===== config.mk =====
export PLATFORM = sky130hd
export DESIGN_NAME = bch_dec_enc_wr_pipe
export DESIGN_NICKNAME = d
export VERILOG_FILES = /design/src/rtl/bch_dec_enc_wr_pipe.sv
export SDC_FILE = /design/constraint.sdc
export NUM_CORES = 1
export LEC_CHECK = 0
export BUFFER_PORTS_ARGS = -buffer_cell sky130_fd_sc_hd__buf_2
export CAP_MARGIN = 30
export CORE_AREA = 2 2 111 86
export DETAILED_ROUTE_END_ITERATION = 12
export DIE_AREA = 0 0 113 88
export MAX_ROUTING_LAYER = met4
export PLACE_DENSITY_LB_ADDON = 0.3
export SLEW_MARGIN = 20
export SYNTH_ARGS = -nofsm -noshare
export SYNTH_HDL_FRONTEND = slang
export SYNTH_SLANG_ARGS = --single-unit

===== constraint.sdc =====
create_clock -name clk_i -period 2.7 [get_ports clk_i]
set_clock_uncertainty 0.2 [all_clocks]
set_input_delay 0.135 -clock clk_i [delete_from_list [all_inputs] [get_ports clk_i]]
set_output_delay 0.135 -clock clk_i [all_outputs]
set_load 0.1 [all_outputs]

===== src/rtl/bch_dec_enc_wr_pipe.sv =====
`default_nettype none
// ============================================================================
// Module   : bch_dec_enc_wr_pipe (with bch_dec_fn_pkg, enc_synd_calc_univ)
// Purpose  : Write-side ECC stage of the DEC BCH memory path. Raw data words
//            enter over a valid/ready slave port, are registered (S1), parity
//            is computed from the S1 register, and the codeword
//            {parity,data} is registered (S2) and offered to the memory write
//            port over a valid/ready master port. Full backpressure, no
//            registered ready, saturating count of handed-off codewords.
// Ports    : clk_i, rst_n_i (async active-low)
//            s_valid_i / s_ready_o / s_data_i[P_D_WIDTH]   raw data in
//            m_valid_o / m_ready_i / m_cw_o[W_CW]          codeword out
//            busy_o      either stage holds a word
//            cnt_o       saturating handed-off codeword count
//            cnt_clr_i   synchronous counter clear (beats increment)
//            inj_req_i / inj_mask_i[W_CW] / inj_done_o
//                        only with BCH_DEC_ENC_WR_PIPE_ERR_INJ_EN defined:
//                        one-shot XOR of a mask into the next S2 load
// Optional : BCH_DEC_ENC_WR_PIPE_ERR_INJ_EN
// Revision : 1.0 - initial release
// ============================================================================

package bch_dec_fn_pkg;

  // Smallest field order m (4..8) whose shortened DEC code of length
  // 2^m-1 holds P_D_WIDTH data bits plus 2m parity bits.
  function automatic int fn_ecc_gf_order(input int d_width);
    int m;
    m = 8;
    for (int k = 8; k >= 4; k--) begin
      if (((1 << k) - 1) >= (d_width + 2 * k)) m = k;
    end
    return m;
  endfunction

  function automatic int fn_ecc_synd_width(input int d_width);
    return 2 * fn_ecc_gf_order(d_width);
  endfunction

  // Generator g(x) = m1(x)*m3(x) of the double-error-correcting BCH code.
  function automatic logic [31:0] fn_ecc_gen_poly(input int d_width);
    case (fn_ecc_gf_order(d_width))
      4:       return 32'h0000_01D1;
      5:       return 32'h0000_0769;
      6:       return 32'h0000_1539;
      7:       return 32'h0000_4377;
      default: return 32'h0001_6F63;
    endcase
  endfunction

endpackage

// Parity (P_SYND_GEN=0): remainder of d(x)*x^W_P mod g(x), so the code
// polynomial is {data,parity}. Syndrome mode (P_SYND_GEN!=0): remainder of
// the input vector itself mod g(x).
module enc_synd_calc_univ
  import bch_dec_fn_pkg::*;
#(
  parameter int P_D_WIDTH  = 16,
  parameter int P_SYND_GEN = 0
) (
  input  logic [P_D_WIDTH-1:0]                    data_i,
  output logic [fn_ecc_synd_width(P_D_WIDTH)-1:0] synd_o
);
  localparam int              W_P      = fn_ecc_synd_width(P_D_WIDTH);
  localparam logic [31:0]     C_GEN    = fn_ecc_gen_poly(P_D_WIDTH);
  localparam logic [W_P-1:0]  C_GEN_LO = C_GEN[W_P-1:0];

  logic [W_P-1:0] w_rem;

  if (P_SYND_GEN == 0) begin : g_enc
    always_comb begin
      w_rem = '0;
      for (int i = P_D_WIDTH - 1; i >= 0; i--) begin
        if (data_i[i] ^ w_rem[W_P-1]) w_rem = {w_rem[W_P-2:0], 1'b0} ^ C_GEN_LO;
        else                          w_rem = {w_rem[W_P-2:0], 1'b0};
      end
    end
  end else begin : g_synd
    always_comb begin
      w_rem = '0;
      for (int i = P_D_WIDTH - 1; i >= 0; i--) begin
        if (w_rem[W_P-1]) w_rem = {w_rem[W_P-2:0], data_i[i]} ^ C_GEN_LO;
        else              w_rem = {w_rem[W_P-2:0], data_i[i]};
      end
    end
  end

  assign synd_o = w_rem;
endmodule

module bch_dec_enc_wr_pipe
  import bch_dec_fn_pkg::*;
#(
  parameter int P_D_WIDTH   = 16,
  parameter int P_CNT_WIDTH = 16
) (
  input  logic                                              clk_i,
  input  logic                                              rst_n_i,
  input  logic                                              s_valid_i,
  output logic                                              s_ready_o,
  input  logic [P_D_WIDTH-1:0]                              s_data_i,
  output logic                                              m_valid_o,
  input  logic                                              m_ready_i,
  output logic [fn_ecc_synd_width(P_D_WIDTH)+P_D_WIDTH-1:0] m_cw_o,
  output logic                                              busy_o,
  output logic [P_CNT_WIDTH-1:0]                            cnt_o,
  input  logic                                              cnt_clr_i
`ifdef BCH_DEC_ENC_WR_PIPE_ERR_INJ_EN
  ,
  input  logic                                              inj_req_i,
  input  logic [fn_ecc_synd_width(P_D_WIDTH)+P_D_WIDTH-1:0] inj_mask_i,
  output logic                                              inj_done_o
`endif
);
  localparam int W_P  = fn_ecc_synd_width(P_D_WIDTH);
  localparam int W_CW = W_P + P_D_WIDTH;

  logic                   v1_q,  v1_d;
  logic                   v2_q,  v2_d;
  logic [P_D_WIDTH-1:0]   d1_q,  d1_d;
  logic [W_CW-1:0]        cw2_q, cw2_d;
  logic [P_CNT_WIDTH-1:0] cnt_q, cnt_d;

  logic [W_P-1:0]  w_p1;
  logic [W_CW-1:0] w_cw_new;
  logic            w_s1_load;
  logic            w_s2_load;
  logic            w_m_hs;

  // Encoder sees only the S1 register, never s_data_i.
  enc_synd_calc_univ #(
    .P_D_WIDTH  (P_D_WIDTH),
    .P_SYND_GEN (0)
  ) u_enc (
    .data_i (d1_q),
    .synd_o (w_p1)
  );

  assign w_s2_load = v1_q && (!v2_q || m_ready_i);
  assign s_ready_o = !v1_q || !v2_q || m_ready_i;
  assign w_s1_load = s_valid_i && s_ready_o;
  assign w_m_hs    = v2_q && m_ready_i;

`ifdef BCH_DEC_ENC_WR_PIPE_ERR_INJ_EN
  logic            inj_armed_q, inj_armed_d;
  logic [W_CW-1:0] inj_mask_q,  inj_mask_d;
  logic            inj_done_q,  inj_done_d;

  assign w_cw_new = {w_p1, d1_q} ^ (inj_armed_q ? inj_mask_q : '0);

  // A request arriving together with the consuming load re-arms for the
  // following word.
  always_comb begin
    inj_armed_d = inj_armed_q;
    inj_mask_d  = inj_mask_q;
    inj_done_d  = w_s2_load && inj_armed_q;
    if (w_s2_load) inj_armed_d = 1'b0;
    if (inj_req_i) begin
      inj_armed_d = 1'b1;
      inj_mask_d  = inj_mask_i;
    end
  end

  always_ff @(posedge clk_i or negedge rst_n_i) begin
    if (!rst_n_i) begin
      inj_armed_q <= 1'b0;
      inj_mask_q  <= '0;
      inj_done_q  <= 1'b0;
    end else begin
      inj_armed_q <= inj_armed_d;
      inj_mask_q  <= inj_mask_d;
      inj_done_q  <= inj_done_d;
    end
  end

  assign inj_done_o = inj_done_q;
`else
  assign w_cw_new = {w_p1, d1_q};
`endif

  always_comb begin
    v1_d  = v1_q;
    d1_d  = d1_q;
    v2_d  = v2_q;
    cw2_d = cw2_q;
    cnt_d = cnt_q;

    // A load wins over the clear-on-advance so a stage refilled in the same
    // cycle it empties stays valid.
    if (w_s1_load) begin
      v1_d = 1'b1;
      d1_d = s_data_i;
    end else if (w_s2_load) begin
      v1_d = 1'b0;
    end

    if (w_s2_load) begin
      v2_d  = 1'b1;
      cw2_d = w_cw_new;
    end else if (w_m_hs) begin
      v2_d = 1'b0;
    end

    if (cnt_clr_i) begin
      cnt_d = '0;
    end else if (w_m_hs && !(&cnt_q)) begin
      cnt_d = cnt_q + {{(P_CNT_WIDTH-1){1'b0}}, 1'b1};
    end
  end

  always_ff @(posedge clk_i or negedge rst_n_i) begin
    if (!rst_n_i) begin
      v1_q  <= 1'b0;
      v2_q  <= 1'b0;
      d1_q  <= '0;
      cw2_q <= '0;
      cnt_q <= '0;
    end else begin
      v1_q  <= v1_d;
      v2_q  <= v2_d;
      d1_q  <= d1_d;
      cw2_q <= cw2_d;
      cnt_q <= cnt_d;
    end
  end

  assign m_valid_o = v2_q;
  assign m_cw_o    = cw2_q;
  assign busy_o    = v1_q || v2_q;
  assign cnt_o     = cnt_q;

endmodule
`default_nettype wire


# After elaboration in Yosys (flattened, before gate mapping)
# Cells that the tools add are included.
[word_totals]
ff_bits = 60
wordCells = 73
[op_classes]
add_sub_neg = 1
mux = 22
bitwise = 30
n_reduce_logical = 15
[ops]
columns = ["operator", "n"]
rows = [
  ["10-bit 2-to-1 mux", 16],
  ["6-bit inverter", 15],
  ["16-bit 2-to-1 mux", 2],
  ["16-bit by 1-bit adder with 16-bit output (second input constant)", 1],
  ["16-bit AND reduction", 1],
  ["1-bit XOR", 15],
  ["2-bit nonzero test", 3],
  ["1-bit logical AND", 4],
  ["1-bit logical OR", 4],
  ["1-bit 2-to-1 mux", 4],
  ["1-bit logical NOT", 3],
]

# Logic depth before layout (Yosys ltp)
[logic_depth]
word_depth = 31
mapped_depth = 6

# Cells and area by module
# From an unflattened synthesis, not the netlist that was laid out.
[hier_totals]
cells_unflattened = 235
hier_area_um2 = 3083.0
[by_module_without_submodules]
columns = ["module", "n_inst", "cells_per_inst", "area_per_inst_um2"]
rows = [
  ["bch_dec_enc_wr_pipe", 1, 190, 2507.4],
  ["enc_synd_calc_univ", 1, 45, 575.6],
]

# Worst setup path before layout
# No wires, ideal clock.
[synth_timing]
path_type = "register -> register"
startpoint = "register v2_q, in the netlist m_valid_o"
endpoint = "register d1_q[0]"
arrival_ns = 3.219
required_ns = 2.375
path_slack_ns = -0.844
stages_incl_launch_ff = 5
n_path_buf = 1
synth_period_minus_slack_ns = 3.544
cell_sequence = "dfrtp_1 -> nand3b_1 -> nand2_1 -> clkbuf_1 -> mux2_2"
[synth_between]
elab_chain_cells = 4
[synth_rtl]
columns = ["item", "line_no", "text"]
rows = [
  ["start, declared", "120", "logic v2_q, v2_d;"],
  ["start signal, assigned", "221", "v2_q <= v2_d;"],
  ["1-bit logical NOT", "141", "assign s_ready_o = !v1_q || !v2_q || m_ready_i;"],
  ["1-bit logical OR (2 in series)", "141", ""],
  ["via s_ready_o", "101", "output logic s_ready_o,"],
  ["1-bit logical AND", "142", "assign w_s1_load = s_valid_i && s_ready_o;"],
  ["end signal, assigned", "216", "d1_q <= '0;"],
  ["end signal, assigned", "222", "d1_q <= d1_d;"],
  ["end, declared", "121", "logic [P_D_WIDTH-1:0] d1_q, d1_d;"],
]
# The timed path passes the listed nets, and every way through them passes these cells.
# A chain may end at the register's enable or synchronous reset.

# Worst setup path after layout
[layout_timing]
startpoint = "register d1_q[7]"
endpoint = "register cw2_q[24], in the netlist m_cw_o[24]"
[layout_between]
elab_chain_cells = 16
word_cells_on_any_way = 23
cone_classes = "8 x mux; 15 x bitwise"
[layout_rtl]
columns = ["item", "line_no", "text"]
rows = [
  ["1-bit XOR *", "75", "if (data_i[i] ^ w_rem[W_P-1]) w_rem = {w_rem[W_P-2:0], 1'b0} ^ C_GEN_LO;"],
  ["10-bit 2-to-1 mux *", "75", ""],
  ["1-bit XOR / 6-bit inverter (equally long branches)", "n/a", ""],
  ["10-bit 2-to-1 mux *", "75", ""],
  ["1-bit XOR / 6-bit inverter (equally long branches)", "n/a", ""],
  ["10-bit 2-to-1 mux *", "75", ""],
  ["1-bit XOR / 6-bit inverter (equally long branches)", "n/a", ""],
  ["10-bit 2-to-1 mux *", "75", ""],
  ["1-bit XOR / 6-bit inverter (equally long branches)", "n/a", ""],
  ["10-bit 2-to-1 mux *", "75", ""],
  ["1-bit XOR / 6-bit inverter (equally long branches)", "n/a", ""],
  ["10-bit 2-to-1 mux *", "75", ""],
  ["1-bit XOR / 6-bit inverter (equally long branches)", "n/a", ""],
  ["10-bit 2-to-1 mux *", "75", ""],
  ["1-bit XOR", "75", ""],
  ["10-bit 2-to-1 mux *", "75", ""],
  ["end signal, assigned", "223", "cw2_q <= cw2_d;"],
  ["end, declared", "122", "logic [W_CW-1:0] cw2_q, cw2_d;"],
]
# Every way passes the cells marked *; elsewhere a longest branch is shown, timed or not.

==> out/metrics.yaml <==
power:
  power_mw: 4.86
  pwr-share-seq_pct: 25.2
  p_clk_share_pct: 21.4
  p_per_area_nw_per_um2: 1210
  ir_drop_mv: 0.476
  p_comb_share_pct: 53.5
  switchingPower_mw: 2.18
  intPower_mw: 2.68
  p_sw_share_pct: 44.8
  p_leak_nw: 1.81
global_routing:
  grt_max_degree: 36
  grt_pass1_wl_um: 10500
  grt_pass1_vias: 1950
  grt_usage_pct: 14.2
  antenna_found_initial: 0
  overflow: 0
sta:
  fmax_ghz: 0.428
  rsz0062_at_grt: "false"
  finalMaxSlewViolations: 0
  layout_setup_ws_ns: 0.365
  relSlewSlack_pct: 64.3
  period_needed_ns: 2.33
  finalCritPeriodShare_pct: 86.5
  hold_viol: 0
  hold_ws_ns: 0.0746
  tightest_slew_ns: 0.533
  final.setup.tns_ns: 0
  setup_viol: 0
synth:
  synth_nets: 262
  ys.flop_type: "dfrtp_1"
  synth.avg_cell_area_um2: 12.7
  synth_top_area_share_pct: 49.3
  synth_edf_count: 0
  synth_compound_area_share_pct: 3.74
  synth_mux_area_share_pct: 12.5
  synthArstFlopShare_pct: 100
  synth_top_family_by_area: "XOR/XNOR gates"
  synth_cells: 240
  synth.most_common_cell: "dfrtp_1"
  yosys.area.top_type: "dfrtp_1"
  synth_xor_area_share_pct: 23.2
  synth_area_leaders: "dfrtp_1, mux2_2, xnor2_1"
  ys_top_cells_by_count: "dfrtp_1, mux2_2, xnor2_1"
  ys_seq_area_share_pct: 49.3
  ys_warn_count: 0
  syn-cell-area_um2: 3050
  synthAdderAreaFrac_pct: 0.411
  synth-simple-area-share_pct: 8.96
  synth_cell_type_count: 35
  synth_seq_cells: 60
clock_tree:
  cts_max_path_buffers: 2
  clock-sinks: 60
  root_buffer: "clkbuf_16"
  cts_resized: 0
  clkLatencyLatePin_ns: 0.32
  cts_tree: "built"
  cts_inserted_buffers: 9
  h-tree-depth: 3
  clkTransAtPathRegs_ns: 0.05
placement:
  preCtsSetupSlack_ns: 0.347
  finalWeightedCongestion: 0.857
  dp_hpwl_um: 4650
  placed_cells: 414
  io_buffer_count: 65
detailed_routing:
  vias_per_cell: 4.53
  antenna_left: 0
  drtIter0Drc: 79
  wl_per_cell_um: 14.0
  vias: 2041
  wl_um: 6320
  first_pass_iters: 8
  drc: 1
critical_path:
  cp.required_ns: 2.69
  r2r_start: "d1_q[7]"
  reg2reg_depth: 5
  r2r-end: "m_cw_o[24]"
  cp_max_fo: 7
  critPathKind: "flop to flop"
  critPathLaunchType: "flop"
  cp-end-kind: "flop"
  rrSetupSlack_ns: 0.37
  critPathLaunch: "d1_q[7]"
  endpoint: "m_cw_o[24]"
  worst_ep_arrival_time_ns: 2.32
flow_run:
  timing.max_cap.violations: 0
final_layout:
  area_growth_pct: 31.5
  final-seq-area_um2: 1510
  fill_cells: 846
  fin_cells: 451
  multi_input_area_um2: 1490
  nets: 356
  drive_above_1_share_pct: 38.1
  antenna_cells: 0
floorplanning:
  die_w_um: 113
  initial_core_util_pct: 34.4
  fp-row-count: 30
  dieArea_um2: 9940
  die_h_um: 88
  core_area_um2: 8860
  io_pins: 66
status:
  violations: "design-rule violations"
  status: "finished with violations"
min_path:
  min_path_type: "input port to asynchronous set/reset pin"
==> through the flow <==
stage | util (%) | area [µm²]
floorplan | - | 3070
global placement | 39.7 | 3520
detailed placement | 39.7 | 3520
CTS | 45.2 | 4010
global route | 45.2 | 4010
finish | 45.2 | 4010
==> layer usage <==
| metal | track usage [%] | share of wire [%] | vias up |
|---|---|---|---|
| met4 | 4.32 | 1.2 | 0 |
| met1 | 20.6 | 52 | 979 |
| li1 | - | - | 1008 |
| met2 | 19.2 | 42 | 47 |
| met3 | 3.74 | 4.4 | 7 |
| met5 | - | 0 | - |
==> critical path: stages (launching register included) <==
cell and delay, ns:
dfrtp_1 0.48, xnor3_2 0.53, xor2_4 0.20, xnor3_1 0.36, xor3_1 0.38, o21ai_1 0.06
==> kinds of logic after synthesis <==
| kind of cell | count (synthesis) |
|---|---|
| xor gates and xnor gates | 56 |
| adders and majority gates | 1 |
| DFF | 60 |
| muxes | 34 |
| buffers and inverters | 13 |
| and+or+nand+nor | 57 |
| AOI/OAI and AO/OA | 19 |
==> flip-flops by register name, indices dropped and copies added (netlist names) <==
signal     count
m_cw_o        26
d1_q          16
m_valid_o      1
v1_q           1
cnt_o         16
==> cell type report <==
cell class | count | area share, %
repair buffers | 91 | 14.3
flip-flops and latches | 60 | 37.7
inverters | 5 | 0.469
well taps | 112 | 3.50
clock inverters | 2 | 0.250
multi-input cells | 167 | 37.2
clock buffers | 14 | 6.59
==> layout by cell type (no fill, tap or decap), types with 2 or more instances in the layout <==
cell type | Yosys | routed
xor2_1 | 10 | 10
or3_1 | 3 | 3
clkinv_2 | 0 | 2
xnor2_1 | 31 | 31
dfrtp_1 | 60 | 55
clkbuf_8 | 0 | 2
nand2b_1 | 3 | 3
inv_1 | 5 | 5
xnor3_1 | 8 | 8
a211oi_1 | 5 | 5
buf_2 | 1 | 65
nand2_1 | 17 | 16
mux2_2 | 33 | 33
nor4_1 | 4 | 4
clkbuf_1 | 5 | 3
dlygate4sd3_1 | 0 | 21
a21oi_1 | 3 | 3
nand3_1 | 5 | 5
nand4_1 | 2 | 2
clkbuf_16 | 0 | 9
buf_4 | 0 | 5
dfrtp_2 | 0 | 4
xor3_1 | 2 | 2
nor2_1 | 18 | 18
xnor3_2 | 2 | 2
o21ai_0 | 8 | 8
==> worst min path at each step <==
stage | end | start | slack (ns) | depth (start not counted)
floorplan | cnt_o[0] | rst_n_i | -0.36 | 0
global placement | v1_q | rst_n_i | -0.13 | 1
detailed placement | v1_q | rst_n_i | -0.13 | 1
CTS | cnt_o[11] | rst_n_i | 0.07 | 2
global route | cnt_o[11] | rst_n_i | 0.09 | 2
finish | cnt_o[11] | rst_n_i | 0.07 | 2
==> power groups by stage <==
stage / registers, mW / clock network, mW / logic (mW)
finish: 1.22 / 1.04 / 2.60
detailed placement: 1.24 / 0 / 2.61
global placement: 1.24 / 0 / 2.58
CTS: 1.23 / 1.07 / 2.64
floorplan: 2.25 / 0 / 1.20
global route: 1.25 / 1.11 / 2.77
==> repair_timing <==
item	CTS	global route
buffers inserted	0	0
hold buffers	21	0
hold endpoints to repair	93	0
Note: power is estimated with default switching activity, not from simulation.
